===== config.mk =====
export PLATFORM = sky130hd
export DESIGN_NAME = simon_datapath
export DESIGN_NICKNAME = d
export VERILOG_FILES = /design/src/rtl/simon_datapath.sv
export SDC_FILE = /design/constraint.sdc
export NUM_CORES = 1
export LEC_CHECK = 0
export ABC_AREA = 1
export BUFFER_PORTS_ARGS = -buffer_cell sky130_fd_sc_hd__buf_2
export CORE_ASPECT_RATIO = 2
export CORE_MARGIN = 3
export CORE_UTILIZATION = 45
export CTS_CLUSTER_DIAMETER = 50
export CTS_CLUSTER_SIZE = 10
export DETAILED_ROUTE_END_ITERATION = 12
export PLACE_DENSITY = 0.59
export SYNTH_ARGS = -nofsm -noshare
export SYNTH_HDL_FRONTEND = slang
export SYNTH_SLANG_ARGS = --single-unit

===== constraint.sdc =====
create_clock -name clk -period 4.4 [get_ports clk]
set_clock_uncertainty 0.15 [all_clocks]
set_input_delay 0.44 -clock clk [delete_from_list [all_inputs] [get_ports clk]]
set_output_delay 0.44 -clock clk [all_outputs]
set_load 0.05 [all_outputs]

===== src/rtl/simon_datapath.sv =====
// rtl/simon_datapath.sv - Simon game datapath: pattern memory, round/playback pointers, status and LED outputs
// Optional feature: define SIMON_DP_HISCORE_EN to add the hiscore output (best sequence length reached).
module simon_datapath #(
  parameter int WIDTH  = 4,
  parameter int DEPTH  = 64,
  parameter int ADDR_W = 6
) (
  input  logic              clk,
  input  logic              rst,
  input  logic [WIDTH-1:0]  pattern,
  input  logic              level_sw,
  input  logic              level_enable,
  input  logic              write_enable,
  input  logic              current_rst,
  input  logic              current_enable,
  input  logic              counter_rst,
  input  logic              counter_enable,
  input  logic              display_choice,
  output logic              pattern_valid,
  output logic              pattern_same,
  output logic              SeenAll,
  output logic [WIDTH-1:0]  pattern_leds,
`ifdef SIMON_DP_HISCORE_EN
  output logic              full,
  output logic [ADDR_W:0]   hiscore
`else
  output logic              full
`endif
);

  localparam logic [ADDR_W-1:0] LAST = ADDR_W'(DEPTH - 1);

  logic [WIDTH-1:0]  mem [DEPTH];
  logic [ADDR_W-1:0] current;
  logic [ADDR_W-1:0] counter;
  logic              level;
  logic [WIDTH-1:0]  rd_data;
  logic              nonzero;
  logic              one_hot;
  logic              current_inc;

  // Asynchronous read at the playback/repeat pointer
  assign rd_data = mem[counter];

  // Easy level accepts any non-empty pattern, hard level only a single switch
  assign nonzero       = (pattern != '0);
  assign one_hot       = nonzero && ((pattern & (pattern - WIDTH'(1))) == '0);
  assign pattern_valid = level ? one_hot : nonzero;

  assign pattern_same  = (pattern == rd_data);
  assign SeenAll       = (counter == current);
  assign full          = (current == LAST);
  assign pattern_leds  = display_choice ? rd_data : pattern;

  // current only moves when it is not already at the last slot
  assign current_inc   = !current_rst && current_enable && !full;

  // Pattern store; writes use the pointer value before any update this edge
  always_ff @(posedge clk or negedge rst) begin
    if (!rst) begin
      for (int i = 0; i < DEPTH; i++) mem[i] <= '0;
    end else if (write_enable && pattern_valid) begin
      mem[current] <= pattern;
    end
  end

  // Sequence end index: clear has priority, increment saturates at the last slot
  always_ff @(posedge clk or negedge rst) begin
    if (!rst) begin
      current <= '0;
    end else if (current_rst) begin
      current <= '0;
    end else if (current_inc) begin
      current <= current + 1'b1;
    end
  end

  // Playback/repeat pointer: clear has priority, increment wraps naturally at DEPTH
  always_ff @(posedge clk or negedge rst) begin
    if (!rst) begin
      counter <= '0;
    end else if (counter_rst) begin
      counter <= '0;
    end else if (counter_enable) begin
      counter <= counter + 1'b1;
    end
  end

  // Difficulty register
  always_ff @(posedge clk or negedge rst) begin
    if (!rst) begin
      level <= 1'b0;
    end else if (level_enable) begin
      level <= level_sw;
    end
  end

`ifdef SIMON_DP_HISCORE_EN
  logic [ADDR_W:0] current_len;

  // Length of the sequence once current steps forward
  assign current_len = {1'b0, current} + (ADDR_W + 1)'(1);

  // Best length ever reached; survives round and pointer clears, only rst clears it
  always_ff @(posedge clk or negedge rst) begin
    if (!rst) begin
      hiscore <= '0;
    end else if (current_inc && (current_len > hiscore)) begin
      hiscore <= current_len;
    end
  end
`endif

endmodule


==> results of run 1 <==
[metrics by stage]
| step | hold WS (ns) | utilization | setup slack [ns] | cell area, um^2 | std cells |
|---|---|---|---|---|---|
| floorplan | -0.00559 | - | 1.64 | 12800 | 1646 |
| global placement | 0.311 | 0.477 | 1.02 | 13200 | 1965 |
| detailed placement | 0.318 | 0.477 | 1.07 | 13200 | 1965 |
| CTS | 0.0357 | 0.507 | 0.455 | 14100 | 2003 |
| global route | 0.0434 | 0.507 | 0.274 | 14100 | 2003 |
| finish | 0.0653 | 0.507 | 0.487 | 14100 | 2003 |
[cell type report]
cell class,count,area (um^2),area share
multi-input cells,1244,5520,0.392
well taps,352,440,0.0313
inverters,56,213,0.0151
flip-flops and latches,269,6740,0.478
repair buffers,49,388,0.0275
clock buffers,33,783,0.0556
[path summary, 6_finish.rpt]
check / start / to / slack, ns
min reg2reg: mem[89] / mem[89] / 0.33
max: counter[0] / pattern_same / 0.49
max reg2reg: current[0] / mem[72] / 1.71
min in group asynchronous: rst / mem[202] / 0.41
max in group asynchronous: rst / current[2] / 2.65
min: counter_enable / counter[0] / 0.07
[logic make-up after synthesis]
group | after synthesis | synth area share
compound gates | 356 | 0.140
fa+ha+maj | 2 | 0.00195
buf+inv | 133 | 0.0451
flops | 269 | 0.526
mux | 1 | 0.000880
simple gates | 885 | 0.286
[metal layers]
layer | routed length, um | part of all wire | up-vias
met5 | 0 | 0 | -
met4 | 2380 | 0.059 | 0
met3 | 1650 | 0.041 | 118
met2 | 20900 | 0.52 | 295
met1 | 15400 | 0.38 | 5209
li1 | - | - | 5364
[placed cells by master, fill, tap and decap left out, types with 2 or more instances in the layout]
cell type	netlist	routed
dfrtp_1	269	267
nand4_1	4	4
o21ai_1	28	28
clkbuf_16	0	31
buf_4	9	19
nor3_1	9	3
buf_12	0	4
nor2_1	136	136
nor2_8	8	8
o21ai_0	299	299
buf_2	27	20
nand2_1	601	601
a21oi_1	24	24
nand3_1	123	123
o211ai_1	3	3
dlygate4sd3_1	0	5
inv_2	1	6
nor3_2	2	8
ha_1	2	2
inv_1	49	48
clkbuf_1	39	2
[sequential cells by signal, indices dropped and copies added, names as in the netlist]
name and count:
counter 6, current 6, level 1, mem 256
[worst max-delay path, cell delays in order, from the launching register on]
cell and delay [ns]:
dfrtp_4 0.44, buf_12 0.50, nor2_1 0.11, nor2_1 0.09
o21ai_0 0.09, buf_4 0.15, nand3_1 0.13, nand3_1 0.13
nand2_1 0.10, nand3_1 0.09, nand2_1 0.16, nand2_1 0.08
nand2_1 0.06, nand2_1 0.06, nor2_1 0.21, buf_2 0.31
[power by group]
part	switching, mW	leakage (nW)	internal [mW]
clock network	0.957	0.384	1.23
registers	0.0447	3.70	2.55
logic	0.457	2.37	0.150
==> impl_metrics.py, run 1 <==
metrics = {
    "worst_setup_path": {
        "worstSetupPathType": "reg2out",
        "crit_path_max_fanout": 136,
        "crit_required_ns": 3.81,
        "reg2regPathDepth": 5,
        "cp-end-kind": "primary output",
        "start_kind": "flip-flop",
        "crit_arrival_ns": 3.32,
    },
    "grt": {
        "met1_usage": 0.310,
        "number_of_antenna_violations_at_the_first_check_in_global_routing": 0,
        "first_global_vias": 11076,
        "grt_max_degree": 137,
        "globalRouteTotalUtil": 0.265,
        "met3_usage": 0.0286,
        "grt-ovfl-total": 0,
        "grt_util_met2": 0.474,
        "globalRoute.busiestLayer": "met2",
        "global_route_wire_length_before_repair_um": 63600,
    },
    "placed_design": {
        "place_congestion": 0.921,
        "place.port_buffers": 21,
        "place.detailed.hpwl_um": 26300,
    },
    "logic_synthesis": {
        "netlist_instances": 1646,
        "ys_seq_area_frac": 0.526,
        "synthMostInstantiatedCell": "nand2_1",
        "post_synth_main_area_contributors": "dfrtp_1, nand2_1, o21ai_0, nand3_1, nor2_1",
        "synth_edf_count": 0,
        "synth_top_area_share": 0.526,
        "most_area_hungry_cell_type_in_the_yosys_netlist": "dfrtp_1",
        "syn-num-nets": 1662,
        "yosys.cell_types.count": 27,
        "synthesis.yosys.warnings": 0,
        "synth.top_cells.by_count": "nand2_1, o21ai_0, dfrtp_1, nor2_1, nand3_1",
        "syn-mean-instance-area_um2": 7.78,
        "dominantRegCellSynth": "dfrtp_1",
        "ffs_w_async_s_r_synth": 1.00,
        "mappedNetlistArea_mm2": 0.0128,
        "synth.ff_latch_count": 269,
    },
    "cells_and_area": {
        "synthToLayoutAreaGrowth_pct": 10.0,
        "drive_above_1_share": 0.0624,
        "fill_cells": 2713,
        "antenna_cells": 0,
        "nets": 1666,
    },
    "timing": {
        "finalSetupViolations": 0,
        "hold_violations": 0,
        "max_slew_margin_vs_limit": 0.165,
        "final.min_clock_period_ns": 3.91,
        "setup_tns_ns": 0,
        "worst-slew-pin-transition_ns": 1.25,
        "slew_violations": 0,
        "final.period_utilization": 0.889,
        "rsz0062_at_grt": "no",
        "timing.fmax_mhz": 256,
    },
    "drt": {
        "remaining_drc_errors": 0,
        "post_drt_wl_per_cell_um": 20.1,
        "via_per_inst": 5.48,
        "postRouteAntennaNets": 0,
        "detail_route.wirelength_um": 40300,
        "vias": 10986,
        "firstDrtPassIters": 5,
        "detail_route.iter0.violations": 797,
    },
    "clocking": {
        "tritoncts": "built",
        "cts_setup_buffers": 0,
        "cts_hold_buffers": 5,
        "insertion_delay_ns": 0.56,
        "cts_num_sinks": 269,
        "clk_path_buf_depth": 3,
        "clockRootBuffer": "clkbuf_16",
        "clkTransAtPathRegs_ns": 0.06,
        "cts.repair.resized": 0,
        "cts_max_level": 1,
        "cts_inserted_buffers": 30,
    },
    "power_and_ir_drop": {
        "power_per_cell_area_mw_per_mm2": 382,
        "fin_total_pwr_mw": 5.38,
        "ir_worst_vdd_uv": 270,
        "p_leak_nw": 6.46,
    },
    "hold_path": {
        "hold_path_depth": 3,
        "hold_class": "in2reg",
    },
    "outcome": {
        "outcome": "finished clean",
    },
    "die": {
        "fp.dieArea_mm2": 0.0306,
        "die-height_um": 245,
        "chipWidth_um": 125,
        "start_util": 0.461,
        "core-area_mm2": 0.0278,
        "ios": 22,
        "num_rows": 86,
    },
    "job": {
        "timing.max_cap.violations": 0,
    },
}
No activity file was read; power rests on OpenSTA's default activity.
==> run 2: changes to the inputs <==
--- a/config.mk
+++ b/config.mk
@@ -13,6 +13,7 @@
 export CTS_CLUSTER_DIAMETER = 50
 export CTS_CLUSTER_SIZE = 10
 export DETAILED_ROUTE_END_ITERATION = 12
+export HOLD_SLACK_MARGIN = 0.12
 export PLACE_DENSITY = 0.59
 export SYNTH_ARGS = -nofsm -noshare
 export SYNTH_HDL_FRONTEND = slang
==> run 2 against run 1 <==
Compared with the run above:
- critical path depth unchanged
- largest cell class unchanged
- via count increased by 0.55%
- highest routed layer unchanged
- register-to-register slack about the same
- critical path type unchanged
- largest power group unchanged
- first-iteration DRC count decreased by 5.1%
- fmax decreased by 0.46%
- combinational power increased by 1%
- clock power about the same
==> impl_metrics.py, run 2 (synthesis gave the netlist of run 1 again) <==
metrics = {
    "power_and_ir_drop": {
        "p_seq_frac": 0.481,
        "power_per_cell_area_mw_per_mm2": 381,
        "ir_worst_vdd_uv": 270,
        "power.internal_mw": 3.93,
        "pwr-share-comb": 0.114,
        "power_switching_share": 0.271,
        "p_leak_nw": 6.49,
        "p_sw_mw": 1.46,
        "fin_total_pwr_mw": 5.39,
        "share_clk_of_total_power": 0.405,
    },
    "grt": {
        "first_global_vias": 11110,
        "grt_max_degree": 137,
        "global_route_wire_length_before_repair_um": 63800,
        "number_of_antenna_violations_at_the_first_check_in_global_routing": 0,
        "globalRouteTotalUtil": 0.266,
        "grt-ovfl-total": 0,
    },
    "hold_path": {
        "hold_path_depth": 2,
        "hold_class": "reg2reg",
    },
    "worst_setup_path": {
        "cpMostUsedCell": "nand2_1",
        "crit_arrival_ns": 3.34,
        "crit_path_max_fanout": 136,
        "worstSetupPathType": "reg2out",
        "start_kind": "flip-flop",
        "worst_path_max_delay_cell": "buf_12",
        "reg2regPathDepth": 5,
        "crit_required_ns": 3.81,
        "cell_chain_of_the_critical_path": "buf_12, nor2_1, nor2_1, o21ai_0, buf_4, nand3_1, nand3_1, nand2_1, nand3_1, nand2_1, nand2_1, nand2_1, nand2_1, nor2_1, buf_2",
        "reg2reg_setup_slack_ns": 1.72,
        "cp-end-kind": "primary output",
        "cp_slowest_stage_delay_ns": 0.49,
    },
    "timing": {
        "setup_tns_ns": 0,
        "hold_violations": 0,
        "finalSetupViolations": 0,
        "final.period_utilization": 0.894,
        "max_slew_margin_vs_limit": 0.182,
        "slew_violations": 0,
        "worst-slew-pin-transition_ns": 1.22,
        "rsz0062_at_grt": "no",
        "timing.fmax_mhz": 254,
        "final.min_clock_period_ns": 3.93,
    },
    "placed_design": {
        "place_congestion": 0.921,
        "place.detailed.hpwl_um": 26300,
        "place.port_buffers": 21,
    },
    "drt": {
        "remaining_drc_errors": 0,
        "post_drt_wl_per_cell_um": 20.1,
        "postRouteAntennaNets": 0,
        "via_per_inst": 5.50,
        "firstDrtPassIters": 5,
        "vias": 11046,
        "detail_route.iter0.violations": 756,
        "detail_route.wirelength_um": 40500,
    },
    "clocking": {
        "cts_max_level": 1,
        "clk_path_buf_depth": 3,
        "cts_num_sinks": 269,
        "insertion_delay_ns": 0.56,
        "clockRootBuffer": "clkbuf_16",
        "clkTransAtPathRegs_ns": 0.06,
        "tritoncts": "built",
        "cts_inserted_buffers": 30,
    },
    "die": {
        "start_util": 0.461,
        "fp.dieArea_mm2": 0.0306,
        "chipWidth_um": 125,
        "die-height_um": 245,
        "num_rows": 86,
        "core-area_mm2": 0.0278,
        "ios": 22,
    },
    "cells_and_area": {
        "antenna_cells": 0,
        "fill_cells": 2708,
        "largest_reg_flops": 256,
        "final_common_cell": "nand2_1",
        "synthToLayoutAreaGrowth_pct": 10.6,
        "largest_register": "mem",
        "final_cell_mix": "nand2_1, o21ai_0, dfrtp_1",
        "nets": 1673,
        "drive_above_1_share": 0.0621,
        "top_regs": "mem: 256 flops, counter: 6 flops, current: 6 flops",
    },
    "job": {
        "timing.max_cap.violations": 0,
    },
    "outcome": {
        "outcome": "finished clean",
    },
}
run 2: changes by cell type in the layout (fill, tap and decap cells not counted):
cell           change
dlygate4sd3_1      +7
run 2: power groups by stage:
stage / Sequential [mW] / Clock (mW) / Combinational (mW)
after floorplan: 2.62 / 0 / 0.364
after global placement: 2.63 / 0 / 0.607
after detailed placement: 2.63 / 0 / 0.607
after CTS: 2.59 / 2.24 / 0.618
after global routing: 2.60 / 2.33 / 0.680
final: 2.59 / 2.19 / 0.613
run 2: metal layers:
layer,track usage,vias to the layer above,routed length [um]
met5,0,-,0
met2,0.474,305,21000
met4,0.145,0,2360
met1,0.311,5249,15500
li1,-,5375,-
met3,0.0284,117,1610
run 2: stage by stage:
step	utilization	setup slack, ns	cells	instance area [um^2]	hold slack, ns
6_report	0.510	0.469	2010	14200	0.332
5_1_grt	0.510	0.274	2010	14200	0.347
4_1_cts	0.510	0.455	2010	14200	0.332
3_5_place_dp	0.477	1.07	1965	13200	0.318
3_3_place_gp	0.477	1.02	1965	13200	0.311
2_1_floorplan	-	1.64	1646	12800	-0.00559
run 2: area by class of cell:
cell class	instances	area [um^2]	area share
multi-input combinational	1244	5520	0.390
inverter	56	213	0.0150
tap	352	440	0.0311
timing repair buffer	56	458	0.0324
clock buffer	33	783	0.0553
sequential	269	6740	0.476
run 2: repair_timing:
| action | CTS | global route |
|---|---|---|
| hold buffers | 12 | 0 |
| resized for setup | 0 | 0 |
| buffers inserted | 0 | 0 |
| hold endpoints to repair | 130 | 0 |
run 2: path summary, 6_finish.rpt:
kind                       startpoint           end
hold reg to reg               mem[58]       mem[58]
max in group asynchronous         rst    current[2]
hold / removal                mem[58]       mem[58]
min in group asynchronous         rst      mem[202]
setup / recovery           counter[0]  pattern_same
setup reg to reg           current[0]       mem[72]
run 2: critical path: cells and delay by family, from the launching register on:
kind	cells	cell delay (ns)
AND/OR/NAND/NOR	11	1.24
flip-flops	1	0.44
buffers and inverters	3	0.96
AO/OA/AOI/OAI	1	0.09
==> run 3: changes to the inputs <==
--- a/config.mk
+++ b/config.mk
@@ -15,6 +15,7 @@
 export DETAILED_ROUTE_END_ITERATION = 12
 export HOLD_SLACK_MARGIN = 0.12
 export PLACE_DENSITY = 0.59
+export RECOVER_POWER = 50
 export SYNTH_ARGS = -nofsm -noshare
 export SYNTH_HDL_FRONTEND = slang
 export SYNTH_SLANG_ARGS = --single-unit
==> run 3 against run 2 <==
Compared with the run above:
- the flow now finishes with violations (capacitance limit, slew limit)
- hold slack about the same
- sequential power hardly changed
- critical path type unchanged
- largest cell class unchanged
- highest routed layer unchanged
- worst setup slack got worse by 0.0021 ns
- combinational power about the same
- power barely moved
==> impl_metrics.py, run 3 (synthesis gave the netlist of run 1 again) <==
metrics = {
    "drt": {
        "firstDrtPassIters": 7,
        "met3_length_um": 1610,
        "top_signal_layer_used": "met4",
        "wl_met2_um": 21000,
        "detail_route.wirelength_um": 40500,
        "detail_route.iter0.violations": 753,
        "remaining_drc_errors": 0,
        "postRouteAntennaNets": 0,
        "vias": 11042,
        "post_drt_wl_per_cell_um": 20.1,
        "via_per_inst": 5.49,
        "detail_route.wirelength.met1_um": 15500,
    },
    "worst_setup_path": {
        "crit_required_ns": 3.81,
        "worstSetupPathType": "reg2out",
        "crit_arrival_ns": 3.34,
        "reg2regPathDepth": 5,
        "crit-reg2reg-capture": "mem[72]",
        "start_kind": "flip-flop",
        "reg2reg_setup_slack_ns": 1.72,
        "crit_path_max_fanout": 136,
        "cp-end-kind": "primary output",
        "r2r_start": "current[0]",
    },
    "clocking": {
        "tritoncts": "built",
        "clockRootBuffer": "clkbuf_16",
        "cts_inserted_buffers": 30,
        "clkTransAtPathRegs_ns": 0.06,
        "insertion_delay_ns": 0.56,
        "clk_path_buf_depth": 3,
        "cts_max_level": 1,
        "cts_num_sinks": 269,
        "cts.repair.resized": 0,
    },
    "timing": {
        "final.period_utilization": 0.894,
        "final.min_clock_period_ns": 3.93,
        "finalSetupViolations": 0,
        "worst-slew-pin-transition_ns": 2.90,
        "rsz0062_at_grt": "no",
        "slew_violations": 115,
        "hold_violations": 0,
        "setup_tns_ns": 0,
        "timing.fmax_mhz": 254,
        "hold_ws_ns": 0.332,
        "max_slew_margin_vs_limit": -0.930,
        "post-route-worst-setup-slack_ns": 0.467,
    },
    "cells_and_area": {
        "post-route-util": 0.509,
        "synthToLayoutAreaGrowth_pct": 10.4,
        "largest_reg_flops": 256,
        "antenna_cells": 0,
        "final_cell_mix": "nand2_1, o21ai_0, dfrtp_1",
        "drive_above_1_share": 0.0621,
        "top_regs": "mem: 256 flops, counter: 6 flops, current: 6 flops",
        "nets": 1673,
        "final_common_cell": "nand2_1",
        "largest_register": "mem",
        "stdcell_count": 2010,
    },
    "hold_path": {
        "hold_path_depth": 2,
        "hold_path_startpoint": "mem[58]",
        "worst_hold_path.endpoint": "mem[58]",
        "hold_class": "reg2reg",
    },
    "job": {
        "timing.max_cap.violations": 1,
    },
    "outcome": {
        "outcome": "complete, but fails checks",
        "violated_checks": "capacitance limit, slew limit",
    },
    "placed_design": {
        "place.port_buffers": 21,
        "place.detailed.hpwl_um": 26300,
        "dp.cells": 1965,
        "place_ws_ns": 1.07,
        "place_congestion": 0.921,
    },
    "grt": {
        "first_global_vias": 11110,
        "globalRouteTotalUtil": 0.266,
        "global_route_wire_length_before_repair_um": 63800,
        "number_of_antenna_violations_at_the_first_check_in_global_routing": 0,
        "grt-ovfl-total": 0,
        "grt_max_degree": 137,
    },
    "power_and_ir_drop": {
        "p_leak_nw": 6.49,
        "ir_worst_vdd_uv": 270,
        "power_per_cell_area_mw_per_mm2": 381,
    },
    "die": {
        "ios": 22,
        "num_rows": 86,
        "fp.dieArea_mm2": 0.0306,
        "die-height_um": 245,
        "chipWidth_um": 125,
        "core-area_mm2": 0.0278,
        "start_util": 0.461,
    },
}
run 3: layout make-up:
| type | instances | area [um^2] |
|---|---|---|
| clock buffer | 33 | 783 |
| fill | 2711 | 13600 |
| inverter | 56 | 213 |
| multi-input combinational | 1244 | 5520 |
| sequential | 269 | 6740 |
| tap | 352 | 440 |
| timing repair buffer | 56 | 443 |
run 3: power by group:
part	switching [mW]	internal, mW
Combinational	0.459	0.153
Clock	0.957	1.23
Sequential	0.0449	2.55
Total	1.46	3.93
run 3: timing repair:
item	CTS	global route
endpoints found under the hold margin	130	0
setup buffers	0	0
hold buffers	12	0
run 3: worst max path at each step:
stage,from,end,slack [ns],depth (start not counted)
2_1_floorplan,counter[0],pattern_same,1.64,16
3_3_place_gp,counter[0],pattern_same,1.02,15
3_5_place_dp,counter[0],pattern_same,1.07,14
4_1_cts,counter[0],pattern_same,0.45,14
5_1_grt,rst,mem[105],0.20,3
6_report,counter[0],pattern_same,0.47,15
run 3: stage by stage:
step | total power, mW | instance area [um^2]
floorplan | 2.98 | 12800
global placement | 3.24 | 13200
detailed placement | 3.24 | 13200
CTS | 5.45 | 14200
global route | 5.61 | 14100
finish | 5.39 | 14100
run 3: critical path: stages (launching register included):
cell     delay (ns)
dfrtp_4        0.44
buf_12         0.49
nor2_1         0.11
nor2_1         0.09
o21ai_0        0.09
buf_4          0.15
nand3_1        0.13
nand3_1        0.13
nand2_1        0.11
nand3_1        0.09
nand2_1        0.16
nand2_1        0.08
nand2_1        0.07
nand2_1        0.06
nor2_1         0.21
buf_2          0.32
run 3: metal layers:
metal	GRT usage	up-vias
met4	0.145	0
met1	0.311	5248
met3	0.0284	121
met5	0	-
met2	0.474	298
li1	-	5375
